--- src/rtl/stack_ctrl_if.sv ---
// Command/status and stack RAM signals of the operand stack controller.
// slave = controller side, master = CPU and RAM side.
interface stack_ctrl_if #(
  parameter int DATA_W = 8,
  parameter int AW     = 4
);
  logic              push;
  logic              pop;
  logic              tos;
  logic [DATA_W-1:0] din;
  logic [DATA_W-1:0] dout;
  logic              busy;
  logic              done;
  logic              err;
  logic              empty;
  logic              full;
  logic [AW:0]       cnt;
  logic [AW-1:0]     ram_addr;
  logic [DATA_W-1:0] ram_wdata;
  logic              ram_we;
  logic              ram_re;
  logic [DATA_W-1:0] ram_rdata;

  modport master (
    output push, pop, tos, din, ram_rdata,
    input  dout, busy, done, err, empty, full, cnt,
    input  ram_addr, ram_wdata, ram_we, ram_re
  );

  modport slave (
    input  push, pop, tos, din, ram_rdata,
    output dout, busy, done, err, empty, full, cnt,
    output ram_addr, ram_wdata, ram_we, ram_re
  );
endinterface

--- src/rtl/stack_ctrl.sv ---
// Operand stack sequencer: push/pop/tos over a 1-cycle-latency stack RAM.
// RAM strobes decode from state so async reset drops them at once.
module stack_ctrl #(
  parameter int DATA_W = 8,
  parameter int AW     = 4,
  parameter int DEPTH  = 16
) (
  input  logic         clk,
  input  logic         rst,
  stack_ctrl_if.slave  bus
);

  typedef enum logic [1:0] {
    IDLE,
    WR,
    RD,
    CAP
  } state_t;

  localparam logic [AW:0] ONE  = (AW+1)'(1);
  localparam logic [AW:0] FULL = (AW+1)'(DEPTH);

  state_t            r_state;
  state_t            w_next;
  logic [AW:0]       r_cnt;
  logic [DATA_W-1:0] r_dout;
  logic [DATA_W-1:0] r_wdata;
  logic              r_done;
  logic              r_err;
  logic              r_is_pop;

  logic              w_empty;
  logic              w_full;
  logic              w_any;
  logic              w_multi;
  logic              w_done;
  logic              w_err;
  logic [AW:0]       w_cnt_m1;
  logic [AW-1:0]     w_addr;

  assign w_empty  = (r_cnt == '0);
  assign w_full   = (r_cnt == FULL);
  assign w_any    = bus.push | bus.pop | bus.tos;
  assign w_multi  = (bus.push & bus.pop)
                  | (bus.push & bus.tos)
                  | (bus.pop & bus.tos);
  assign w_cnt_m1 = r_cnt - ONE;

  always_comb begin
    w_next = r_state;
    w_done = 1'b0;
    w_err  = 1'b0;
    unique case (r_state)
      IDLE: begin
        if (w_any) begin
          if (w_multi
              || (bus.push && w_full)
              || (!bus.push && w_empty)) begin
            w_done = 1'b1;
            w_err  = 1'b1;
          end else if (bus.push) begin
            w_next = WR;
          end else begin
            w_next = RD;
          end
        end
      end
      WR: begin
        w_next = IDLE;
        w_done = 1'b1;
      end
      RD: begin
        w_next = CAP;
      end
      CAP: begin
        w_next = IDLE;
        w_done = 1'b1;
      end
      default: begin
        w_next = IDLE;
      end
    endcase
  end

  always_comb begin
    w_addr = '0;
    unique case (r_state)
      WR:      w_addr = r_cnt[AW-1:0];
      RD, CAP: w_addr = w_cnt_m1[AW-1:0];
      default: w_addr = '0;
    endcase
  end

  always_ff @(posedge clk or posedge rst) begin
    if (rst) begin
      r_state  <= IDLE;
      r_cnt    <= '0;
      r_dout   <= '0;
      r_wdata  <= '0;
      r_done   <= 1'b0;
      r_err    <= 1'b0;
      r_is_pop <= 1'b0;
    end else begin
      r_state <= w_next;
      r_done  <= w_done;
      r_err   <= w_err;
      if (r_state == IDLE && w_next != IDLE) begin
        r_is_pop <= bus.pop;
        r_wdata  <= bus.din;
      end
      if (r_state == WR) begin
        r_cnt <= r_cnt + ONE;
      end
      // tos reads like pop but leaves the count alone
      if (r_state == CAP) begin
        r_dout <= bus.ram_rdata;
        if (r_is_pop) begin
          r_cnt <= w_cnt_m1;
        end
      end
    end
  end

  assign bus.dout      = r_dout;
  assign bus.busy      = (r_state != IDLE);
  assign bus.done      = r_done;
  assign bus.err       = r_err;
  assign bus.empty     = w_empty;
  assign bus.full      = w_full;
  assign bus.cnt       = r_cnt;
  assign bus.ram_addr  = w_addr;
  assign bus.ram_wdata = r_wdata;
  assign bus.ram_we    = (r_state == WR);
  assign bus.ram_re    = (r_state == RD);

endmodule

--- src/flat_wrapper.sv ---
// flat-port wrapper written by rule: the top's interface ports become plain ports
module stack_ctrl_flat 
#(
  parameter int DATA_W = 8,
  parameter int AW     = 4,
  parameter int DEPTH  = 16
)
  (clk, rst, bus_push, bus_pop, bus_tos, bus_din, bus_ram_rdata, bus_dout, bus_busy, bus_done, bus_err, bus_empty, bus_full, bus_cnt, bus_ram_addr, bus_ram_wdata, bus_ram_we, bus_ram_re);
  stack_ctrl_if #(.DATA_W(DATA_W), .AW(AW)) bus_i ();
  input  logic clk;
  input  logic rst;
  input wire logic [$bits(bus_i.push)-1:0] bus_push;
  input wire logic [$bits(bus_i.pop)-1:0] bus_pop;
  input wire logic [$bits(bus_i.tos)-1:0] bus_tos;
  input wire logic [$bits(bus_i.din)-1:0] bus_din;
  input wire logic [$bits(bus_i.ram_rdata)-1:0] bus_ram_rdata;
  output wire logic [$bits(bus_i.dout)-1:0] bus_dout;
  output wire logic [$bits(bus_i.busy)-1:0] bus_busy;
  output wire logic [$bits(bus_i.done)-1:0] bus_done;
  output wire logic [$bits(bus_i.err)-1:0] bus_err;
  output wire logic [$bits(bus_i.empty)-1:0] bus_empty;
  output wire logic [$bits(bus_i.full)-1:0] bus_full;
  output wire logic [$bits(bus_i.cnt)-1:0] bus_cnt;
  output wire logic [$bits(bus_i.ram_addr)-1:0] bus_ram_addr;
  output wire logic [$bits(bus_i.ram_wdata)-1:0] bus_ram_wdata;
  output wire logic [$bits(bus_i.ram_we)-1:0] bus_ram_we;
  output wire logic [$bits(bus_i.ram_re)-1:0] bus_ram_re;
  assign bus_i.push = bus_push;
  assign bus_i.pop = bus_pop;
  assign bus_i.tos = bus_tos;
  assign bus_i.din = bus_din;
  assign bus_i.ram_rdata = bus_ram_rdata;
  assign bus_dout = bus_i.dout;
  assign bus_busy = bus_i.busy;
  assign bus_done = bus_i.done;
  assign bus_err = bus_i.err;
  assign bus_empty = bus_i.empty;
  assign bus_full = bus_i.full;
  assign bus_cnt = bus_i.cnt;
  assign bus_ram_addr = bus_i.ram_addr;
  assign bus_ram_wdata = bus_i.ram_wdata;
  assign bus_ram_we = bus_i.ram_we;
  assign bus_ram_re = bus_i.ram_re;
  stack_ctrl #(.DATA_W(DATA_W), .AW(AW), .DEPTH(DEPTH)) u_core (.clk(clk), .rst(rst), .bus(bus_i));
endmodule
--- config.mk ---
export PLATFORM = sky130hd
export DESIGN_NAME = stack_ctrl_flat
export DESIGN_NICKNAME = d
export VERILOG_FILES = /design/src/rtl/stack_ctrl_if.sv /design/src/rtl/stack_ctrl.sv /design/src/flat_wrapper.sv
export SDC_FILE = /design/constraint.sdc
export NUM_CORES = 1
export LEC_CHECK = 0
export CAP_MARGIN = 10
export CELL_PAD_IN_SITES_DETAIL_PLACEMENT = 1
export CELL_PAD_IN_SITES_GLOBAL_PLACEMENT = 2
export CORE_MARGIN = 8
export CORE_UTILIZATION = 25
export DETAILED_ROUTE_END_ITERATION = 7
export PLACE_DENSITY_LB_ADDON = 0.3
export SLEW_MARGIN = 20
export SYNTH_ARGS = -nofsm -noshare
export SYNTH_HDL_FRONTEND = slang
export SYNTH_SLANG_ARGS = --single-unit
--- constraint.sdc ---
create_clock -name clk -period 2.5 [get_ports clk]
set_input_delay 0.75 -clock clk [delete_from_list [all_inputs] [get_ports clk]]
set_output_delay 0.75 -clock clk [all_outputs]
set_load 0.005 [all_outputs]
## After elaboration in Yosys (flattened, before gate mapping)

Index checks and enable logic that the tools add are counted.

- Latch bits: 0
- Memory bits (writable): 0
- ROM bits: 0
- Memories kept: 0
- Flip-flop bits (word level): 26
- Output and inout port bits: 32
- Word-level logic and storage cells: 44
- Input bits: 21

- Shift-type cells: 0
- Reductions and logical operators: 12
- Multiplexer cells: 12
- Multiply operators: 0
- Add/subtract/negate cells: 2
- Divide/modulo/power cells: 0
- Equality and inequality tests: 4
- Bitwise gates (word level): 7
- $lt $le $gt $ge: 0

Operators with widths:

| kind | count |
|---|---|
| 5-bit 2-to-1 mux | 3 |
| 4-bit one-hot mux with 2 select lines | 1 |
| 2-bit 2-to-1 mux | 3 |
| 2-bit one-hot mux with 3 select lines | 1 |
| 5-bit by 1-bit adder with 5-bit output (second input constant) | 1 |
| 5-bit == test (second input constant) | 1 |
| 5-bit logical NOT | 1 |
| 5-bit by 1-bit subtractor with 5-bit output (second input constant) | 1 |
| 2-bit == test (second input constant) | 2 |
| 1-bit bitwise OR | 4 |
| 2-bit nonzero test | 2 |
| 2-bit OR reduction | 2 |
| 1-bit bitwise AND | 3 |
| 1-bit logical AND | 3 |
| 1-bit 2-to-1 mux | 3 |
| 2-bit by 1-bit == test with 1-bit output (second input constant) | 1 |
| 2-bit logical NOT | 1 |
| 1-bit logical OR | 2 |
| 1-bit one-hot mux with 2 select lines | 1 |
| 1-bit logical NOT | 1 |

## Logic depth before layout (Yosys ltp)

Gate-level depths: netlist of the first run.

- Depth in word-level cells: 10
- Mapped depth: 7
- Gate-level depth less buffers: 6

## Worst setup path before layout of the first run

No wires, ideal clock.

- Kind: register -> register
- Start point: reg u_core.r_cnt[0] (netlist: u_core.bus.cnt[0])
- End point: reg u_core.r_wdata[0] (netlist: u_core.bus.ram_wdata[0])
- Path buffers: 1
- Setup slack: 0.328 ns
- Stages on the path, launching flop included: 8
- Data arrival time: 2.047 ns
- Clock period less this slack: 2.172 ns
- Path through: dfrtp_1 clkbuf_1 inv_1 ha_1 or3b_2 nor2_1 a2111oi_4 mux2_2

- Cells in the longest elaborated chain, start to end: 9

RTL lines:

| item | line | source |
|---|---|---|
| from (decl) | stack_ctrl.sv:25 | `logic [AW:0] r_cnt;` |
| from (signal assigned) | stack_ctrl.sv:112 | `r_cnt <= r_cnt + ONE;` |
| from (signal assigned) | stack_ctrl.sv:118 | `r_cnt <= w_cnt_m1;` |
| 5-bit == test | stack_ctrl.sv:42 | `assign w_full = (r_cnt == FULL);` |
| 1-bit logical AND | stack_ctrl.sv:57 | `\|\| (bus.push && w_full)` |
| 1-bit logical OR | stack_ctrl.sv:57 |  |
| 1-bit logical OR (*) | stack_ctrl.sv:58 | `\|\| (!bus.push && w_empty)) begin` |
| 2-bit 2-to-1 mux (*) | stack_ctrl.sv:56 | `if (w_multi` |
| 2-bit 2-to-1 mux (*) | stack_ctrl.sv:55 | `if (w_any) begin` |
| 2-bit one-hot mux with 3 select lines (*) | stack_ctrl.sv:53 | `unique case (r_state)` |
| 2-bit nonzero test (*) | stack_ctrl.sv:107 | `if (r_state == IDLE && w_next != IDLE) begin` |
| 1-bit logical AND (*) | stack_ctrl.sv:107 |  |
| to (signal assigned) | stack_ctrl.sv:109 | `r_wdata <= bus.din;` |
| to (decl) | stack_ctrl.sv:27 | `logic [DATA_W-1:0] r_wdata;` |

Every way passes the cells marked *; elsewhere a longest branch is shown, timed or not.
A chain may end at the register's enable or synchronous reset.

## Worst setup path in the final report of the first run

- Start point: reg u_core.r_cnt[0] (netlist: u_core.bus.cnt[0])
- End point: out bus_ram_addr[1]

- Cells in the longest elaborated chain, start to end: 2

RTL lines:

| item | line | source |
|---|---|---|
| 5-bit by 1-bit subtractor with 5-bit output | stack_ctrl.sv:47 | `assign w_cnt_m1 = r_cnt - ONE;` |
| 4-bit one-hot mux with 2 select lines | stack_ctrl.sv:87 | `unique case (r_state)` |
| to (decl) | flat_wrapper.sv:24 | `output wire logic [$bits(bus_i.ram_addr)-1:0] bus_ram_addr;` |

Every way passes these cells.

==> results of run 1 <==
-- state kept, by name, indices dropped and copies added, names as in the netlist --
name                  flops
u_core.bus.dout           8
u_core.bus.ram_wdata      8
u_core.bus.err            1
u_core.bus.cnt            5
u_core.r_state            2
u_core.r_is_pop           1
u_core.bus.done           1
-- area by class of cell --
class / instances / area [um2]
fillers: 521 / 2730
flip-flops and latches: 26 / 652
repair buffers: 68 / 638
multi-input cells: 73 / 587
well taps: 67 / 83.8
clock buffers: 3 / 41.3
clock inverters: 1 / 30.0
inverters: 6 / 23.8
-- per-layer routing --
metal,track usage,up-vias,wire (um)
met4,0.0188,0,17
met1,0.114,524,1450
met5,0,-,0
li1,-,515,-
met2,0.178,38,1700
met3,0.0472,4,351
-- worst register-to-register path, cell delays in order, from the launching register on --
cell	delay, ns
sky130_fd_sc_hd__dfrtp_1	0.38
sky130_fd_sc_hd__inv_1	0.12
sky130_fd_sc_hd__ha_4	0.14
sky130_fd_sc_hd__or3b_4	0.40
sky130_fd_sc_hd__nor2_1	0.32
sky130_fd_sc_hd__a2111oi_4	0.09
sky130_fd_sc_hd__buf_4	0.19
sky130_fd_sc_hd__mux2_2	0.28
-- layout by cell type, fill, tap and decap left out, types with 2 or more instances in the layout --
cell type                         Yosys  layout
sky130_fd_sc_hd__clkdlybuf4s50_1      0      47
sky130_fd_sc_hd__dfrtp_1             26      25
sky130_fd_sc_hd__mux2_2              17      17
sky130_fd_sc_hd__buf_4                0      16
sky130_fd_sc_hd__nand2_1             11      11
sky130_fd_sc_hd__nor2_1               8       7
sky130_fd_sc_hd__xnor2_1              6       6
sky130_fd_sc_hd__o21ai_0              7       6
sky130_fd_sc_hd__inv_1                5       5
sky130_fd_sc_hd__dlygate4sd2_1        0       4
sky130_fd_sc_hd__xor2_1               3       3
sky130_fd_sc_hd__a21oi_1              3       3
sky130_fd_sc_hd__clkbuf_8             0       3
sky130_fd_sc_hd__nand3_1              2       2
sky130_fd_sc_hd__ha_1                 3       2
-- cells by family (layout without fill, tap and decap cells) --
| group | count (synthesis) | in the layout | share of synthesized area |
|---|---|---|---|
| xor gates and xnor gates | 9 | 9 | 0.0628 |
| adders and majority gates | 3 | 3 | 0.0299 |
| and+or+nand+nor | 28 | 28 | 0.105 |
| muxes | 17 | 17 | 0.153 |
| buffers and inverters | 10 | 78 | 0.0359 |
| AOI/OAI and AO/OA | 16 | 16 | 0.0957 |
| DFF | 26 | 26 | 0.518 |
-- repair_timing --
item / 4_1_cts / 5_1_grt
hold buffers: 0 / 0
resized for setup: 8 / 5
buffers inserted: 0 / 0
setup endpoints to repair: 6 / 10
hold endpoints to repair: 0 / 0
-- power breakdown --
part / switching (W) / internal [W]
registers: 0.000135 / 0.000637
clock network: 0.000131 / 0.000214
logic: 0.000566 / 0.000876
total: 0.000832 / 0.00173
-- path summary, 6_finish.rpt --
| kind | from | endpoint | slack (ns) |
|---|---|---|---|
| worst min register to register | u_core.bus.dout[5]$_DFFE_PP0P_ | u_core.bus.dout[5]$_DFFE_PP0P_ | 0.51 |
| worst max-delay path | u_core.bus.cnt[0]$_DFF_PP0_ | bus_ram_addr[1] | 0.11 |
| worst max register to register | u_core.bus.cnt[0]$_DFF_PP0_ | u_core.bus.ram_wdata[4]$_DFFE_PP0P_ | 0.48 |
| max in group asynchronous | rst | u_core.r_state[1]$_DFF_PP0_ | 1.40 |
| min in group asynchronous | rst | u_core.bus.dout[4]$_DFFE_PP0P_ | 0.83 |
| worst min-delay path | u_core.bus.dout[5]$_DFFE_PP0P_ | u_core.bus.dout[5]$_DFFE_PP0P_ | 0.51 |
-- per-stage QoR --
step	worst slack [ns]	cells
finish	0.111	244
floorplan	0.328	109
detailed placement	-0.229	240
global placement	-0.143	240
CTS	0.00733	244
global route	0.00544	244
==> PnR_summary.wiki, run 1 <==
{| class="wikitable"
! Metric !! Value
|-
| Max Clock Freq || 419 MHz
|-
| Die Footprint || 0.00754 mm2
|-
| Syn nets || 133
|-
| Fraction of final layout cells with drive strength greater than 1 || 0.266
|-
| Post-route fraction of the period consumed by the critical path || 0.956
|-
| Depth of the worst hold-timing path || 1
|-
| Initial antenna violation count || 0
|-
| Overall via count from detail_route || 1081
|-
| Biggest area contributors in the synthesized netlist || sky130_fd_sc_hd__dfrtp_1 52%, sky130_fd_sc_hd__mux2_2 15%, sky130_fd_sc_hd__xnor2_1 4.2%
|-
| Total design power || 0.00256 W
|-
| Arrival time worst endpoint || 1.64 ns
|-
| N_diodes || 0
|-
| Die Ht || 86.9 um
|-
| Category of the most critical setup path || register to output port
|-
| Crit path buf inv count || 2
|-
| Slew at the pin closest to its max-slew limit || 0.360 ns
|-
| Cell chain of the critical path || inv_1 -> ha_4 -> o21ai_1 -> clkdlybuf4s50_1
|-
| Synth-to-Final Area Change || 63.8%
|-
| Total DRC errors in the routed layout || 0
|-
| Power Dens Cells || 1240 mW/mm2
|-
| Normalized max-slew margin || 0.759
|-
| Number of global-route vias before repair || 1283
|-
| GR Util All Layers || 0.103
|-
| Crit path launch type || register
|-
| CTS max path bufs || 2
|-
| Synth Register Bits || 26
|-
| Number of buffers added on ports || 52
|-
| Highest net fanout along the worst path || 3
|-
| Count of pins on the block boundary || 53
|-
| Deepest level of the CTS H-tree || 1
|-
| Inserted Clock Buffers || 3
|-
| Cell with the biggest individual delay on the critical path || sky130_fd_sc_hd__clkdlybuf4s50_1
|-
| Setup violators final || 0
|-
| Worst clock skew || 0.00230 ns
|-
| WL per Instance || 14.4 um
|-
| Die width || 86.9 um
|-
| Count of TritonRoute iterations in the first routing pass || 2
|-
| Clock Sink Count || 26
|-
| Maximum VDD drop || 0.607 mV
|-
| WL final || 3520 um
|-
| Endpoint class of the critical path || output port
|-
| Clock root buffer || sky130_fd_sc_hd__clkbuf_8
|-
| Accumulated negative setup slack || 0 ns
|-
| Clock-pin slew of the registers on the worst-case setup and hold paths || 0.09 ns
|-
| Cell types with the highest counts after synthesis || 26 x sky130_fd_sc_hd__dfrtp_1, 17 x sky130_fd_sc_hd__mux2_2, 11 x sky130_fd_sc_hd__nand2_1, 8 x sky130_fd_sc_hd__nor2_1, 7 x sky130_fd_sc_hd__o21ai_0
|-
| Cell Area, Synth || 0.00125 mm2
|-
| Insertion delay of the later-clocked pin in the worst-skew pair || 0.27 ns
|-
| Minimum clock period || 2.39 ns
|-
| Remaining antenna violation count || 0
|-
| Dominant delay contributor by cell family on the critical path || buffers and inverters
|-
| Iter 0 DRT Violations || 38
|-
| Number of core rows || 25
|-
| Maximum number of pins on one net before global-route repair || 27
|-
| Post-synth top area cell || sky130_fd_sc_hd__dfrtp_1
|-
| Wire length of the first global-routing pass || 6300 um
|-
| RSZ-0062 raised after global routing || false
|-
| Drt via density || 4.43
|-
| Per-instance average area after synthesis || 11.5 um2
|-
| Standby leakage power || 0.864 nW
|-
| Total core area || 0.00479 mm2
|-
| Residual overflow from global routing || 0
|-
| Maxcap violations || 0
|-
| Synthesis Warnings || 0
|-
| Most used DFF post-synth || sky130_fd_sc_hd__dfrtp_1
|-
| Number of flops mapped to enable cells by yosys || 0
|-
| Worst hold slack || 0.511 ns
|-
| Final Cell Area || 0.00206 mm2
|-
| Post-Syn Instances || 109
|-
| Biggest cell delay along the critical path || 0.52 ns
|-
| Total count of max-transition violations in the final report || 0
|-
| Min-delay worst type || register to register
|-
| Fraction of the core area covered by cells at the end of the flow || 0.430
|-
| Total placed instance area || 0.00196 mm2
|-
| Proportion of register bits with asynchronous set or reset after synthesis || 1.00
|-
| Final net count || 202
|-
| Initial core utilization || 0.262
|-
| Final Hold Vio Count || 0
|-
| Number of cells on the critical path || 4
|-
| Logic depth of the worst register-to-register path || 7
|-
| Portion of the post-synthesis area used by sequential elements || 0.518
|-
| HPWL Detailed || 2870 um
|-
| Outcome || complete, no violations
|-
| Final weighted congestion in routability-driven placement || 0.778
|-
| Synth top area share || 0.518
|-
| Required time at the worst-slack endpoint || 1.75 ns
|-
| Clock tree from TritonCTS || built
|-
| Count of cell types in the netlist || 26
|-
| Most used standard cell by instance count after synthesis || sky130_fd_sc_hd__dfrtp_1
|}
No activity file was read; power rests on OpenSTA's default activity.
==> run 2: changes to the inputs <==
Settings changed: CELL_PAD_IN_SITES_DETAIL_PLACEMENT 1 to unset, CELL_PAD_IN_SITES_GLOBAL_PLACEMENT 2 to unset, CORE_UTILIZATION 25 to 42, GPL_TIMING_DRIVEN set to 0, SKIP_LAST_GASP set to 1.
==> run 2 against run 1 <==
Against the previous run:
- worst hold slack gained 0.014 ns
- clock power shrank 39%
- die area shrank 34%
- register-to-register slack gained 0.04 ns
- cell count shrank 18%
- power shrank 9.7%
- flip-flop and latch count is the same
- critical path depth shrank 1
- setup slack lost 0.032 ns
==> PnR_summary.wiki, run 2 (synthesis gave the netlist of run 1 again) <==
{| class="wikitable"
! Metric !! Value
|-
| Maximum VDD drop || 0.690 mV
|-
| Endpoint class of the critical path || output port
|-
| Iter 0 DRT Violations || 78
|-
| Overall via count from detail_route || 1036
|-
| CTS max path bufs || 2
|-
| Grt met1 use || 0.136
|-
| Count of hold-fix buffers inserted at cts || 0
|-
| Standby leakage power || 0.786 nW
|-
| Normalized max-slew margin || 0.639
|-
| Power Dens Cells || 1230 mW/mm2
|-
| Maximum number of pins on one net before global-route repair || 27
|-
| Setup violators final || 0
|-
| Clock Sink Count || 26
|-
| Die width || 70.7 um
|-
| Clock-pin slew of the registers on the worst-case setup and hold paths || 0.14 ns
|-
| Crit path launch type || register
|-
| Drt via density || 5.18
|-
| WL final || 3020 um
|-
| Category of the most critical setup path || register to output port
|-
| Total design power || 0.00231 W
|-
| Final net count || 192
|-
| N_diodes || 0
|-
| HPWL Detailed || 2290 um
|-
| Worst hold slack || 0.525 ns
|-
| Synth-to-Final Area Change || 50.2%
|-
| Wire length of the first global-routing pass || 5260 um
|-
| Post-route fraction of the period consumed by the critical path || 0.968
|-
| Die Ht || 70.7 um
|-
| Fraction of final layout cells with drive strength greater than 1 || 0.246
|-
| Arrival time worst endpoint || 1.67 ns
|-
| Initial antenna violation count || 0
|-
| Worst clock skew || 0.00825 ns
|-
| GR Util All Layers || 0.127
|-
| Maxcap violations || 0
|-
| Total DRC errors in the routed layout || 0
|-
| Number of buffers added on ports || 52
|-
| RSZ-0062 raised after global routing || true
|-
| Clock tree from TritonCTS || built
|-
| Insertion delay of the later-clocked pin in the worst-skew pair || 0.31 ns
|-
| Die Footprint || 0.00499 mm2
|-
| Highest-count cells in the layout ignoring fill and taps || 47 x sky130_fd_sc_hd__clkdlybuf4s50_1, 23 x sky130_fd_sc_hd__dfrtp_1, 17 x sky130_fd_sc_hd__mux2_2, 11 x sky130_fd_sc_hd__nand2_1
|-
| Minimum clock period || 2.42 ns
|-
| Final weighted congestion in routability-driven placement || 0.782
|-
| Number of fill cells || 260
|-
| Number of core rows || 20
|-
| Clock root buffer || sky130_fd_sc_hd__clkbuf_4
|-
| Required time at the worst-slack endpoint || 1.75 ns
|-
| Highest net fanout along the worst path || 10
|-
| Total count of max-transition violations in the final report || 0
|-
| WL per Instance || 15.1 um
|-
| Outcome || complete, no violations
|-
| Remaining antenna violation count || 0
|-
| Inserted Clock Buffers || 3
|-
| Deepest level of the CTS H-tree || 1
|-
| Number of global-route vias before repair || 1172
|-
| Count of pins on the block boundary || 53
|-
| Total core area || 0.00295 mm2
|-
| Count of TritonRoute iterations in the first routing pass || 4
|-
| Global-route track usage on met2 || 0.203
|-
| Initial core utilization || 0.425
|-
| Final Hold Vio Count || 0
|-
| Slew at the pin closest to its max-slew limit || 0.541 ns
|-
| Max Clock Freq || 413 MHz
|-
| Busiest layer in global routing || met2
|-
| Min-delay worst type || register to register
|-
| Most common cell after layout, fill and taps aside || sky130_fd_sc_hd__clkdlybuf4s50_1
|-
| Residual overflow from global routing || 0
|-
| Met3 usage || 0.0777
|}
==> run 2: worst paths after layout <==
| path | start | endpoint | slack, ns | cells after the start |
|---|---|---|---|---|
| hold / removal | u_core.bus.ram_wdata[3]$_DFFE_PP0P_ | u_core.bus.ram_wdata[3]$_DFFE_PP0P_ | 0.53 | 1 |
| setup reg to reg | u_core.bus.cnt[0]$_DFF_PP0_ | u_core.bus.ram_wdata[7]$_DFFE_PP0P_ | 0.52 | 7 |
| min in group asynchronous | rst | u_core.bus.ram_wdata[4]$_DFFE_PP0P_ | 0.78 | 2 |
| hold reg to reg | u_core.bus.ram_wdata[3]$_DFFE_PP0P_ | u_core.bus.ram_wdata[3]$_DFFE_PP0P_ | 0.53 | 1 |
| setup / recovery | u_core.r_state[1]$_DFF_PP0_ | bus_busy | 0.08 | 3 |
| max in group asynchronous | rst | u_core.bus.cnt[0]$_DFF_PP0_ | 1.33 | 2 |
==> run 2: metrics by stage <==
step                instances  instance area (um2)  setup TNS (ns)  setup WS [ns]  utilization
floorplan                 109                 1250               0          0.328            -
global placement          194                 1820           -3.68         -0.373        0.615
detailed placement        194                 1820           -4.21         -0.412        0.615
CTS                       199                 1890               0         0.0235        0.639
global route              200                 1890         -0.0322        -0.0322        0.639
finish                    200                 1890               0         0.0791        0.639
==> run 2: worst max-delay path: stages (launching register included) <==
cell                              delay, ns
sky130_fd_sc_hd__dfrtp_2               0.46
sky130_fd_sc_hd__clkinv_2              0.16
sky130_fd_sc_hd__nand2_1               0.20
sky130_fd_sc_hd__clkdlybuf4s50_1       0.54
==> run 2: per-layer routing <==
metal / wire length, um / part of all wire / up-vias
met1: 1180 / 0.39 / 503
met5: 0 / 0 / -
met2: 1390 / 0.46 / 41
li1: - / - / 490
met3: 425 / 0.14 / 2
met4: 22 / 0.0073 / 0
==> run 2: final cells by class <==
cell class | instances | area, um2 | area share
timing repair buffer | 57 | 544 | 0.289
clock buffer | 4 | 36.3 | 0.0192
multi-input combinational | 73 | 574 | 0.305
buffer | 1 | 11.3 | 0.00597
tap | 33 | 41.3 | 0.0219
sequential | 26 | 654 | 0.347
inverter | 6 | 23.8 | 0.0126
==> run 2: repair_timing <==
action	4_1_cts	5_1_grt
endpoints found under the hold margin	0	0
setup buffers	4	1
cloned	0	0
resized for setup	13	4
pin swaps	1	0
setup endpoints to repair	18	4
==> run 2: report_power, final <==
part,internal [W],switching [W],total (W)
Clock,0.0000889,0.000121,0.000209
Sequential,0.000638,0.000151,0.000789
Combinational,0.000802,0.000511,0.00131
